===== src/rtl/serial_pkg.sv =====
// rtl/serial_pkg.sv - shared state enum, default sizes and counter-width helper for the serial operand feeder
package serial_pkg;

  typedef enum logic [1:0] {
    IDLE  = 2'd0,
    SHIFT = 2'd1,
    DRAIN = 2'd2,
    GAP   = 2'd3
  } state_e;

  localparam int DEFAULT_WIDTH = 4;
  localparam int DEFAULT_LAT   = 4;

  function automatic int cnt_width(input int n);
    return (n < 1) ? 1 : $clog2(n + 1);
  endfunction

endpackage


===== src/rtl/delay_line.sv =====
// rtl/delay_line.sv - LAT-deep single-bit delay with async active-low clear; wire when LAT=0
module delay_line
  import serial_pkg::*;
#(
  parameter int LAT = DEFAULT_LAT
) (
  input  logic clk,
  input  logic rst_n,
  input  logic d,
  output logic q
);

  if (LAT == 0) begin : g_pass
    assign q = d;
  end else begin : g_line
    logic [LAT-1:0] line_q;
    logic [LAT-1:0] line_d;
    logic [LAT:0]   line_ext;

    always_comb begin
      line_ext = {line_q, d};
      line_d   = line_ext[LAT-1:0];
    end

    always_ff @(posedge clk or negedge rst_n) begin
      if (!rst_n) begin
        line_q <= '0;
      end else begin
        line_q <= line_d;
      end
    end

    assign q = line_q[LAT-1];
  end

endmodule


===== src/rtl/serial_operand_feeder.sv =====
// rtl/serial_operand_feeder.sv - accepts operand pairs and shifts them LSB-first into the serial adder
// Optional SERIAL_FEED_CARRY_OUT_EN: shift one extra zero bit so the final carry lands in the sum.
module serial_operand_feeder
  import serial_pkg::*;
#(
  parameter int WIDTH = DEFAULT_WIDTH,
  parameter int LAT   = DEFAULT_LAT
) (
  input  logic             clk,
  input  logic             rst,
  input  logic             in_valid,
  output logic             in_ready,
  input  logic [WIDTH-1:0] in_a,
  input  logic [WIDTH-1:0] in_b,
  output logic             a_ser,
  output logic             b_ser,
  output logic             load,
  output logic             busy,
  output logic             done
);

`ifdef SERIAL_FEED_CARRY_OUT_EN
  localparam int N = WIDTH + 1;
`else
  localparam int N = WIDTH;
`endif
  localparam int CW = cnt_width((N > LAT) ? N : LAT);

  state_e         state_q, state_d;
  logic [CW-1:0]  cnt_q, cnt_d;
  logic [N-1:0]   a_sh_q, a_sh_d;
  logic [N-1:0]   b_sh_q, b_sh_d;
  logic           en;

  always_comb begin
    state_d = state_q;
    cnt_d   = cnt_q;
    a_sh_d  = a_sh_q;
    b_sh_d  = b_sh_q;
    case (state_q)
      IDLE: begin
        if (in_valid) begin
          state_d = SHIFT;
          cnt_d   = '0;
          a_sh_d  = N'(in_a);
          b_sh_d  = N'(in_b);
        end
      end
      SHIFT: begin
        a_sh_d = a_sh_q >> 1;
        b_sh_d = b_sh_q >> 1;
        if (cnt_q == CW'(N - 1)) begin
          cnt_d   = '0;
          state_d = (LAT == 0) ? GAP : DRAIN;
        end else begin
          cnt_d = cnt_q + 1'b1;
        end
      end
      DRAIN: begin
        if (cnt_q == CW'(LAT - 1)) begin
          cnt_d   = '0;
          state_d = GAP;
        end else begin
          cnt_d = cnt_q + 1'b1;
        end
      end
      GAP:     state_d = IDLE;
      default: state_d = IDLE;
    endcase
  end

  always_ff @(posedge clk or negedge rst) begin
    if (!rst) begin
      state_q <= IDLE;
      cnt_q   <= '0;
      a_sh_q  <= '0;
      b_sh_q  <= '0;
    end else begin
      state_q <= state_d;
      cnt_q   <= cnt_d;
      a_sh_q  <= a_sh_d;
      b_sh_q  <= b_sh_d;
    end
  end

  // All handshake/status outputs come from the state register only.
  assign in_ready = (state_q == IDLE);
  assign busy     = (state_q != IDLE);
  assign done     = (state_q == GAP);
  assign en       = (state_q == SHIFT);
  assign a_ser    = en & a_sh_q[0];
  assign b_ser    = en & b_sh_q[0];

  delay_line #(
    .LAT (LAT)
  ) u_delay_line (
    .clk   (clk),
    .rst_n (rst),
    .d     (en),
    .q     (load)
  );

endmodule


===== config.mk =====
export PLATFORM = sky130hd
export DESIGN_NAME = serial_operand_feeder
export DESIGN_NICKNAME = d
export VERILOG_FILES = /design/src/rtl/serial_pkg.sv /design/src/rtl/delay_line.sv /design/src/rtl/serial_operand_feeder.sv
export SDC_FILE = /design/constraint.sdc
export NUM_CORES = 1
export LEC_CHECK = 0
export ABC_AREA = 1
export BUFFER_PORTS_ARGS = -buffer_cell sky130_fd_sc_hd__buf_4
export CAP_MARGIN = 20
export CORE_MARGIN = 2
export CORE_UTILIZATION = 45
export CTS_CLUSTER_DIAMETER = 100
export DETAILED_ROUTE_END_ITERATION = 8
export GPL_ROUTABILITY_DRIVEN = 0
export PLACE_DENSITY = 0.67
export SLEW_MARGIN = 10
export SYNTH_ARGS = -nofsm -noshare
export SYNTH_HDL_FRONTEND = slang
export SYNTH_SLANG_ARGS = --single-unit

===== constraint.sdc =====
create_clock -name clk -period 1.5 [get_ports clk]
set_clock_uncertainty 0.15 [all_clocks]
set_input_delay 0.075 -clock clk [delete_from_list [all_inputs] [get_ports clk]]
set_output_delay 0.075 -clock clk [all_outputs]
set_load 0.01 [all_outputs]

==> results of run 1 <==
==> cell families (layout without fill, tap and decap cells) <==
logic type,count (synthesis),in the layout
AND/OR/NAND/NOR,69,69
adder cells (fa/ha/maj),5,5
buffers and inverters,13,44
AO/OA/AOI/OAI,1,1
flip-flops,17,17
==> cells in the final DEF (no fill, tap or decap) <==
master and instances:
inv_4 1, nand4_1 1, inv_1 5, inv_2 4
nand3_1 14, ha_4 2, dfrtp_1 16, nand2_4 3
buf_4 15, ha_1 3, nand3b_1 1, clkbuf_1 1
dlygate4sd3_1 9, nand2_2 5, nand2_1 45, dfrtp_2 1
clkbuf_4 3, a21oi_1 1, buf_6 5, inv_8 1
==> cells in the mapped netlist <==
library cell   n  share of area
nand2_2        4          0.029
nand3_1       14          0.081
nand2_1       47           0.20
nand4_1        1         0.0072
inv_1          9          0.039
nand2_4        2          0.026
dfrtp_1       17           0.49
a21oi_1        1         0.0057
nand3b_1       1         0.0086
buf_6          2          0.026
ha_1           5          0.072
inv_2          1         0.0043
inv_6          1          0.010
==> area by class of cell <==
class	instances	area (um^2)
clock buffers	4	26.3
fillers	158	559
inverters	11	51.3
multi-input cells	75	410
flip-flops and latches	17	427
well taps	25	31.3
repair buffers	29	259
==> power by group <==
| part | switching [W] | total (W) | internal (W) |
|---|---|---|---|
| clock | 0.000135 | 0.000238 | 0.000103 |
| sequential | 0.000129 | 0.000802 | 0.000673 |
| combinational | 0.000781 | 0.00140 | 0.000620 |
| total | 0.00104 | 0.00244 | 0.00140 |
==> metal layers <==
metal	vias up	part of all wire	global-route usage
met2	14	0.53	0.309
met5	-	0	0
met4	0	0.0064	0.0486
met3	2	0.042	0.0679
li1	390	-	-
met1	374	0.42	0.238
==> sequential cells by signal, indices dropped and copies added, names as in the netlist <==
name                        count
a_sh_q                          4
b_sh_q                          4
u_delay_line.g_line.line_q      4
cnt_q                           3
state_q                         2
==> metrics by stage <==
| step | std cells | instance area [um^2] |
|---|---|---|
| after floorplan | 105 | 870 |
| after global placement | 147 | 1020 |
| after detailed placement | 147 | 1020 |
| after CTS | 161 | 1170 |
| after global routing | 161 | 1200 |
| final | 161 | 1200 |
==> worst register-to-register path, stage by stage, from the launching register on <==
cell and delay, ns:
dfrtp_2 0.46, ha_4 0.18, buf_4 0.18, nand2_4 0.14
nand2_4 0.09, nand2_1 0.09, nand2_1 0.05
==> worst max path at each step <==
stage | end | startpoint | slack, ns
2_1_floorplan | a_sh_q[3]$_DFFE_PN0P_ | state_q[0]$_DFFE_PN0P_ | 0.10
3_3_place_gp | a_sh_q[3]$_DFFE_PN0P_ | state_q[1]$_DFFE_PN0P_ | 0.02
3_5_place_dp | a_sh_q[3]$_DFFE_PN0P_ | state_q[1]$_DFFE_PN0P_ | -0.03
4_1_cts | a_ser | state_q[0]$_DFFE_PN0P_ | 0.004
5_1_grt | b_sh_q[2]$_DFFE_PN0P_ | state_q[0]$_DFFE_PN0P_ | -0.01
6_report | b_ser | state_q[0]$_DFFE_PN0P_ | 0.04
==> what timing repair did <==
| item | in CTS | in global routing |
|---|---|---|
| endpoints found under the setup margin | 14 | 13 |
| endpoints found under the hold margin | 25 | 0 |
| hold buffers | 9 | 0 |
| pin swaps | 1 | 1 |
| resized for setup | 7 | 12 |
| setup buffers | 1 | 0 |
==> results.yml, run 1 <==
worst_setup_path:
  critical_path_arrival_ns: 1.24
  crit_top_cell: "buf_6"
  path_cells: "ha_4 > buf_6 > nand2_2 > inv_2 > buf_6"
  cp_num_cells: 5
  r2r-end: "b_sh_q[0]$_DFFE_PN0P_"
  ff2ff_setup_slack_ns: 0.05
  crit_required_ns: 1.27
  crit_buf_inv: 3
  r2r_cells: 6
  setup.worst_path.start_class: "flip-flop"
  worstSetupPathType: "flip-flop to primary output"
  reg2reg_from: "state_q[0]$_DFFE_PN0P_"
  cpLargestDelayFamily: "flip-flops"
  cp_max_fo: 4
  critPathMaxStageDelay_ns: 0.46
  worstSetupEndpointType: "primary output"
  crit_slowest_cell: "dfrtp_2"
layout:
  layout-drive-gt1-share: 0.294
  area_delta_synth_final_pct: 38.6
  n_antenna_cell: 0
  nNetsFinal: 153
  final_util: 0.683
floorplan:
  fp.coreArea_um2: 1760
  die_w_um: 48.0
  ios: 17
  start_util: 0.493
  die_h_um: 48.0
  rows: 15
  dieArea_um2: 2300
logic_synthesis:
  synth_mux_area_frac: 0
  synth_top_family_by_area: "simple AND/OR/NAND/NOR gates"
  synth_xor_area_frac: 0
  ys_seq_elements: 17
  synth.distinct_cells: 13
  syn-num-nets: 121
  synthSimpleGateAreaFrac: 0.354
  synth_cells: 105
  synthAdderAreaFrac: 0.0719
  yosys_warnings: 0
  syn_area_per_cell_um2: 8.28
  synth_area_um2: 870
  synth_compound_area_frac: 0.00576
  yosysSeqAreaShare: 0.489
place:
  dp_hpwl_mm: 1.24
  portBuffers: 16
  place_ws_ns: -0.0255
detailed_routing:
  dr.first_iter.drc_count: 23
  drc: 0
  wl_mm: 1.88
  vias: 780
  postRouteAntennaNets: 0
  via_per_inst: 4.84
  dr.pass1.iters: 4
  routedWlPerCell_um: 11.7
pwr:
  vdd_ir_drop_max_uv: 1430
  power.total_w: 0.00244
  power.leakage_nw: 0.665
  p_per_area_nw_per_um2: 2030
clocking:
  cts_max_level: 1
  clkTransAtPathRegs_ns: 0.10
  clock_latency_ns: 0.29
  cts_sinks: 17
  cts_buffers: 3
  clock_path_buffers: 2
  cts_tree: "done"
  root_buffer: "clkbuf_4"
worst_hold_path:
  min_from: "in_valid"
  worstHoldPathType: "primary input to flip-flop"
  hold_depth: 4
  hold_end: "cnt_q[1]$_DFFE_PN0P_"
timing:
  period_needed_ns: 1.46
  fin_ws_ns: 0.0368
  fmax_ghz: 0.683
  finalHoldViolations: 0
  drv_slew: 0
  tightest_slew_ns: 0.221
  slew_headroom: 0.853
  finalSetupViolations: 0
  hold_slack_ns: 0.0192
  rsz0062_at_grt: "true"
  fin_crit_sh: 0.975
  final.setup.tns_ns: 0
global_route:
  grt_overflow: 0
  grt_pass1_vias: 681
  grt_pass1_wl_mm: 2.95
  antenna_found_initial: 0
  grtUsageTotal: 0.190
  grt_max_degree: 18
job:
  maxCapViolCount: 0
status:
  outcome: "complete, no violations"
No activity file was read; power rests on OpenSTA's default activity.
==> run 2, diff against run 1 <==
Settings changed: CELL_PAD_IN_SITES_DETAIL_PLACEMENT set to 1, CELL_PAD_IN_SITES_GLOBAL_PLACEMENT set to 1, CORE_UTILIZATION 45 to 38, PLACE_DENSITY 0.67 to not set, PLACE_DENSITY_LB_ADDON set to 0.1.
==> results.yml, run 2 (synthesized netlist as in run 1, its figures left out) <==
layout:
  final_cell_mix: "nand2_1 (47), buf_4 (20), dfrtp_1 (16)"
  n_antenna_cell: 0
  final_cells: 167
  layout-drive-gt1-share: 0.281
  final_area_um2: 1220
  area_delta_synth_final_pct: 40.9
  final_common_cell: "nand2_1"
  nNetsFinal: 156
  largestRegisters: "a_sh_q (4), b_sh_q (4), u_delay_line.g_line.line_q (4)"
clocking:
  cts_max_level: 1
  cts_sinks: 17
  cts_tree: "done"
  clkTransAtPathRegs_ns: 0.10
  cts_buffers: 3
  clock_latency_ns: 0.30
  clock_path_buffers: 2
  root_buffer: "clkbuf_4"
pwr:
  combinationalPowerShare: 0.592
  power.total_w: 0.00256
  p_seq_frac: 0.310
  swShare: 0.429
  power.leakage_nw: 0.683
  p_per_area_nw_per_um2: 2090
  power.internal_w: 0.00146
  clock_power_share: 0.099
  vdd_ir_drop_max_uv: 1510
  p_sw_w: 0.00110
floorplan:
  dieArea_um2: 2690
  rows: 17
  die_h_um: 51.8
  fp.coreArea_um2: 2190
  start_util: 0.397
  ios: 17
  die_w_um: 51.8
place:
  portBuffers: 16
  dp_hpwl_mm: 1.53
  place_area_um2: 1030
  place_ws_ns: -0.108
  placedCellCount: 151
job:
  maxCapViolCount: 0
global_route:
  grt_overflow: 0
  grtUsageTotal: 0.192
  grt_pass1_wl_mm: 3.75
  grt_max_degree: 18
  grt_pass1_vias: 821
  antenna_found_initial: 0
timing:
  drv_slew: 0
  fmax_ghz: 0.694
  fin_crit_sh: 0.960
  finalHoldViolations: 0
  tightest_slew_ns: 0.229
  rsz0062_at_grt: "true"
  finalSetupViolations: 0
  slew_headroom: 0.847
  period_needed_ns: 1.44
  hold_slack_ns: 0.0239
  fin_ws_ns: 0.0601
detailed_routing:
  drc: 0
  dr.first_iter.drc_count: 10
  wl_mm: 2.22
  via_per_inst: 4.78
  routedWlPerCell_um: 13.3
  vias: 798
  postRouteAntennaNets: 0
  dr.pass1.iters: 4
worst_setup_path:
  setup.worst_path.start_class: "flip-flop"
  reg2reg_from: "state_q[1]$_DFFE_PN0P_"
  critical_path_arrival_ns: 1.21
  crit_required_ns: 1.27
  ff2ff_setup_slack_ns: 0.07
  r2r_cells: 8
  worstSetupEndpointType: "primary output"
  worstSetupPathType: "flip-flop to primary output"
  cp_max_fo: 3
  r2r-end: "b_sh_q[0]$_DFFE_PN0P_"
worst_hold_path:
  worstHoldPathType: "primary input to async pin"
status:
  outcome: "complete, no violations"
## run 2: cell count changes in the layout (fill, tap and decap cells not counted), sizes merged
cell / before / now
buf: 20 / 23
## run 2: power groups by stage
stage / Sequential [W] / Clock, W / Combinational [W]
global placement: 0.000782 / 0 / 0.00121
floorplan: 0.000768 / 0 / 0.000874
finish: 0.000792 / 0.000252 / 0.00151
global route: 0.000820 / 0.000285 / 0.00171
CTS: 0.000793 / 0.000260 / 0.00143
detailed placement: 0.000795 / 0 / 0.00127
## run 2: cell type report
class,instances,area [um^2]
Fill cell,267,966
Clock buffer,4,26.3
Multi-Input combinational cell,75,405
Sequential cell,17,427
Inverter,11,48.8
Tap cell,28,35.0
Timing Repair Buffer,32,283
## run 2: worst max-delay path by stage
stage | startpoint | to | slack [ns] | depth (start not counted)
global placement | state_q[1]$_DFFE_PN0P_ | a_sh_q[0]$_DFFE_PN0P_ | -0.04 | 7
CTS | state_q[1]$_DFFE_PN0P_ | busy | 0.01 | 5
finish | state_q[0]$_DFFE_PN0P_ | done | 0.06 | 3
detailed placement | state_q[1]$_DFFE_PN0P_ | a_sh_q[3]$_DFFE_PN0P_ | -0.11 | 6
global route | state_q[1]$_DFFE_PN0P_ | b_sh_q[0]$_DFFE_PN0P_ | -0.02 | 8
floorplan | state_q[0]$_DFFE_PN0P_ | a_sh_q[3]$_DFFE_PN0P_ | 0.10 | 7
## run 2: routing by layer
layer | vias up | GRT usage | wire length (um)
met5 | - | 0 | 0
met4 | 0 | 0.0921 | 42
met3 | 5 | 0.0259 | 62
met2 | 13 | 0.327 | 1150
met1 | 390 | 0.236 | 961
li1 | 390 | - | -
## run 2: worst max-delay path: stages, from the launching register on
cell,delay [ns]
dfrtp_2,0.45
buf_4,0.15
ha_1,0.19
buf_4,0.14
## run 2: repair_timing
item                                    in CTS  in global routing
endpoints found under the setup margin      16                 10
resized for setup                            8                  3
hold buffers                                 9                  0
hold endpoints to repair                    25                  0
setup buffers                                1                  2
## run 2: per-stage QoR
stage / util / setup TNS, ns
finish: 0.559 / 0
CTS: 0.543 / 0
global placement: 0.471 / -0.201
floorplan: - / 0
detailed placement: 0.471 / -0.888
global route: 0.559 / -0.0578
==> run 3, diff against run 2 <==
Settings changed: ABC_AREA 1 to not set, CORE_UTILIZATION 38 to 40.
==> results.yml, run 3 <==
status:
  outcome: "finished, violations left"
  violations: "setup timing"
pwr:
  vdd_ir_drop_max_uv: 1290
  p_per_area_nw_per_um2: 2250
  p_seq_frac: 0.276
  combinationalPowerShare: 0.641
  p_sw_w: 0.00116
  power.leakage_nw: 0.614
  power.internal_w: 0.00183
  swShare: 0.387
  clock_power_share: 0.083
  power.total_w: 0.00299
global_route:
  grtUsageTotal: 0.227
  grt_pass1_wl_mm: 4.20
  grt_overflow: 0
  grt_max_degree: 18
  antenna_found_initial: 0
  grt_pass1_vias: 833
logic_synthesis:
  synth_area_um2: 870
  synth.top_cell.area_share: 0.489
  synthArstFlopShare: 1.00
  post-synth-top-count-cell: "dfrtp_1"
  ys_seq_elements: 17
  yosysTopAreaCell: "dfrtp_1"
  yosysSeqAreaShare: 0.489
  yosys_warnings: 0
  syn_area_per_cell_um2: 10.5
  syn-num-nets: 99
  synth_edf_count: 0
  synth_cells: 83
  synth.area.top_cells: "dfrtp_1 (49%), ha_1 (7.2%), a221o_1 (6.9%), nand2b_1 (5.8%), a21oi_1 (4.6%)"
  synth.distinct_cells: 23
  synthTopCellsByCount: "dfrtp_1 (17), a21oi_1 (8), nand2b_1 (8), nand3_1 (7), a221o_1 (6)"
  synth_top_flop_cell: "dfrtp_1"
clocking:
  cts_max_level: 1
  cts_buffers: 3
  clock_latency_ns: 0.28
  root_buffer: "clkbuf_4"
  cts_tree: "done"
  clkTransAtPathRegs_ns: 0.10
  clock_path_buffers: 2
  cts_sinks: 17
detailed_routing:
  routedWlPerCell_um: 18.3
  wl_mm: 2.60
  via_per_inst: 5.41
  drc: 0
  maxUsedRoutingLayer: "met4"
  postRouteAntennaNets: 0
  dr.pass1.iters: 4
  route.met2.wl_mm: 1.38
  dr.first_iter.drc_count: 8
  vias: 768
  drt-met1-wl_mm: 1.08
  dr_wl_met3_um: 69
timing:
  finalHoldViolations: 0
  fin_ws_ns: -0.170
  period_needed_ns: 1.67
  rsz0062_at_grt: "true"
  drv_slew: 0
  finalSetupViolations: 16
  final.setup.tns_ns: -1.49
  fin_crit_sh: 1.11
  hold_slack_ns: 0.0271
  fmax_ghz: 0.599
  tightest_slew_ns: 0.280
  slew_headroom: 0.812
worst_setup_path:
  critPathMaxStageDelay_ns: 0.45
  ff2ff_setup_slack_ns: -0.17
  cpLargestDelayFamily: "flip-flops"
  reg2reg_from: "state_q[0]$_DFFE_PN0P_"
  crit_slowest_cell: "dfrtp_1"
  r2r-end: "state_q[1]$_DFFE_PN0P_"
  cp_max_fo: 14
  crit_buf_inv: 3
  critical_path_arrival_ns: 1.45
  crit_required_ns: 1.27
  worstSetupEndpointType: "primary output"
  worstSetupPathType: "flip-flop to primary output"
  setup.worst_path.start_class: "flip-flop"
  path_cells: "inv_2 > ha_4 > buf_6 > and2_1 > buf_4"
  r2r_cells: 5
floorplan:
  die_h_um: 50.6
  start_util: 0.434
  dieArea_um2: 2560
  ios: 17
  die_w_um: 50.6
  fp.coreArea_um2: 2000
  rows: 16
job:
  maxCapViolCount: 0
layout:
  largestRegisters: "a_sh_q (4), b_sh_q (4), u_delay_line.g_line.line_q (4)"
  fill_cells: 212
  layout-drive-gt1-share: 0.504
  final_common_cell: "buf_4"
  nNetsFinal: 132
  n_antenna_cell: 0
  area_delta_synth_final_pct: 52.8
  final_cells: 142
  final_cell_mix: "buf_4 (19), dfrtp_1 (17), buf_6 (11)"
place:
  dp_hpwl_mm: 1.40
  placedCellCount: 129
  place_ws_ns: -0.209
  portBuffers: 16
worst_hold_path:
  min_from: "in_a[3]"
  hold_depth: 4
  hold_end: "a_sh_q[3]$_DFFE_PN0P_"
  worstHoldPathType: "primary input to flip-flop"
-- run 3: cell count changes after synthesis, sizes merged, moves of 3 or more --
cell / delta
nand2: -49
and2: +3
inv: -7
a221o: +6
a21oi: +7
nand3: -7
o21ai: +4
nand2b: +8
-- run 3: worst max path at each step --
| stage | startpoint | end | cells after the start |
|---|---|---|---|
| after floorplan | state_q[1]$_DFFE_PN0P_ | state_q[1]$_DFFE_PN0P_ | 7 |
| after global placement | state_q[0]$_DFFE_PN0P_ | state_q[1]$_DFFE_PN0P_ | 5 |
| after detailed placement | state_q[0]$_DFFE_PN0P_ | state_q[1]$_DFFE_PN0P_ | 5 |
| after CTS | state_q[1]$_DFFE_PN0P_ | state_q[1]$_DFFE_PN0P_ | 5 |
| after global routing | state_q[1]$_DFFE_PN0P_ | b_ser | 5 |
| final | state_q[1]$_DFFE_PN0P_ | b_ser | 5 |
-- run 3: cell type report --
type                    count  area (um^2)  area share
multi-input cells          56          524       0.395
well taps                  27         33.8      0.0254
clock buffers               4         26.3      0.0198
inverters                   4         17.5      0.0132
flip-flops and latches     17          425       0.320
repair buffers             34          302       0.227
-- run 3: what timing repair did --
action	in CTS	in global routing
setup buffers	5	0
gates resized for setup	27	11
pin swaps	14	5
setup endpoints to repair	11	18
endpoints found under the hold margin	18	0
hold buffers	3	0
cloned	1	0
-- run 3: routing by layer --
| layer | track usage | up-vias |
|---|---|---|
| li1 | - | 355 |
| met1 | 0.291 | 393 |
| met2 | 0.382 | 14 |
| met3 | 0.0417 | 6 |
| met4 | 0.0811 | 0 |
| met5 | 0 | - |
-- run 3: power by group through the flow --
stage / Clock (W) / Combinational, W / Sequential [W]
finish: 0.000249 / 0.00192 / 0.000824
global route: 0.000272 / 0.00207 / 0.000850
CTS: 0.000256 / 0.00174 / 0.000800
detailed placement: 0 / 0.00133 / 0.000796
global placement: 0 / 0.00128 / 0.000777
floorplan: 0 / 0.000911 / 0.000768
-- run 3: worst register-to-register path, stage by stage, from the launching register on --
cell and delay (ns):
dfrtp_1 0.43, inv_2 0.10, ha_4 0.17, or2_4 0.24
a21o_1 0.18, mux2_4 0.29
-- run 3: cells by family after synthesis --
group	synth area share
AND/OR/NAND/NOR	0.180
buffers and inverters	0.0705
adder cells (fa/ha/maj)	0.0719
multiplexers	0.0245
AO/OA/AOI/OAI	0.164
flip-flops	0.489
-- run 3: stage by stage --
| step | utilization | cell area, um^2 |
|---|---|---|
| 2_1_floorplan | - | 900 |
| 4_1_cts | 0.636 | 1270 |
| 5_1_grt | 0.664 | 1330 |
| 6_report | 0.664 | 1330 |
| 3_5_place_dp | 0.537 | 1070 |
| 3_3_place_gp | 0.537 | 1070 |
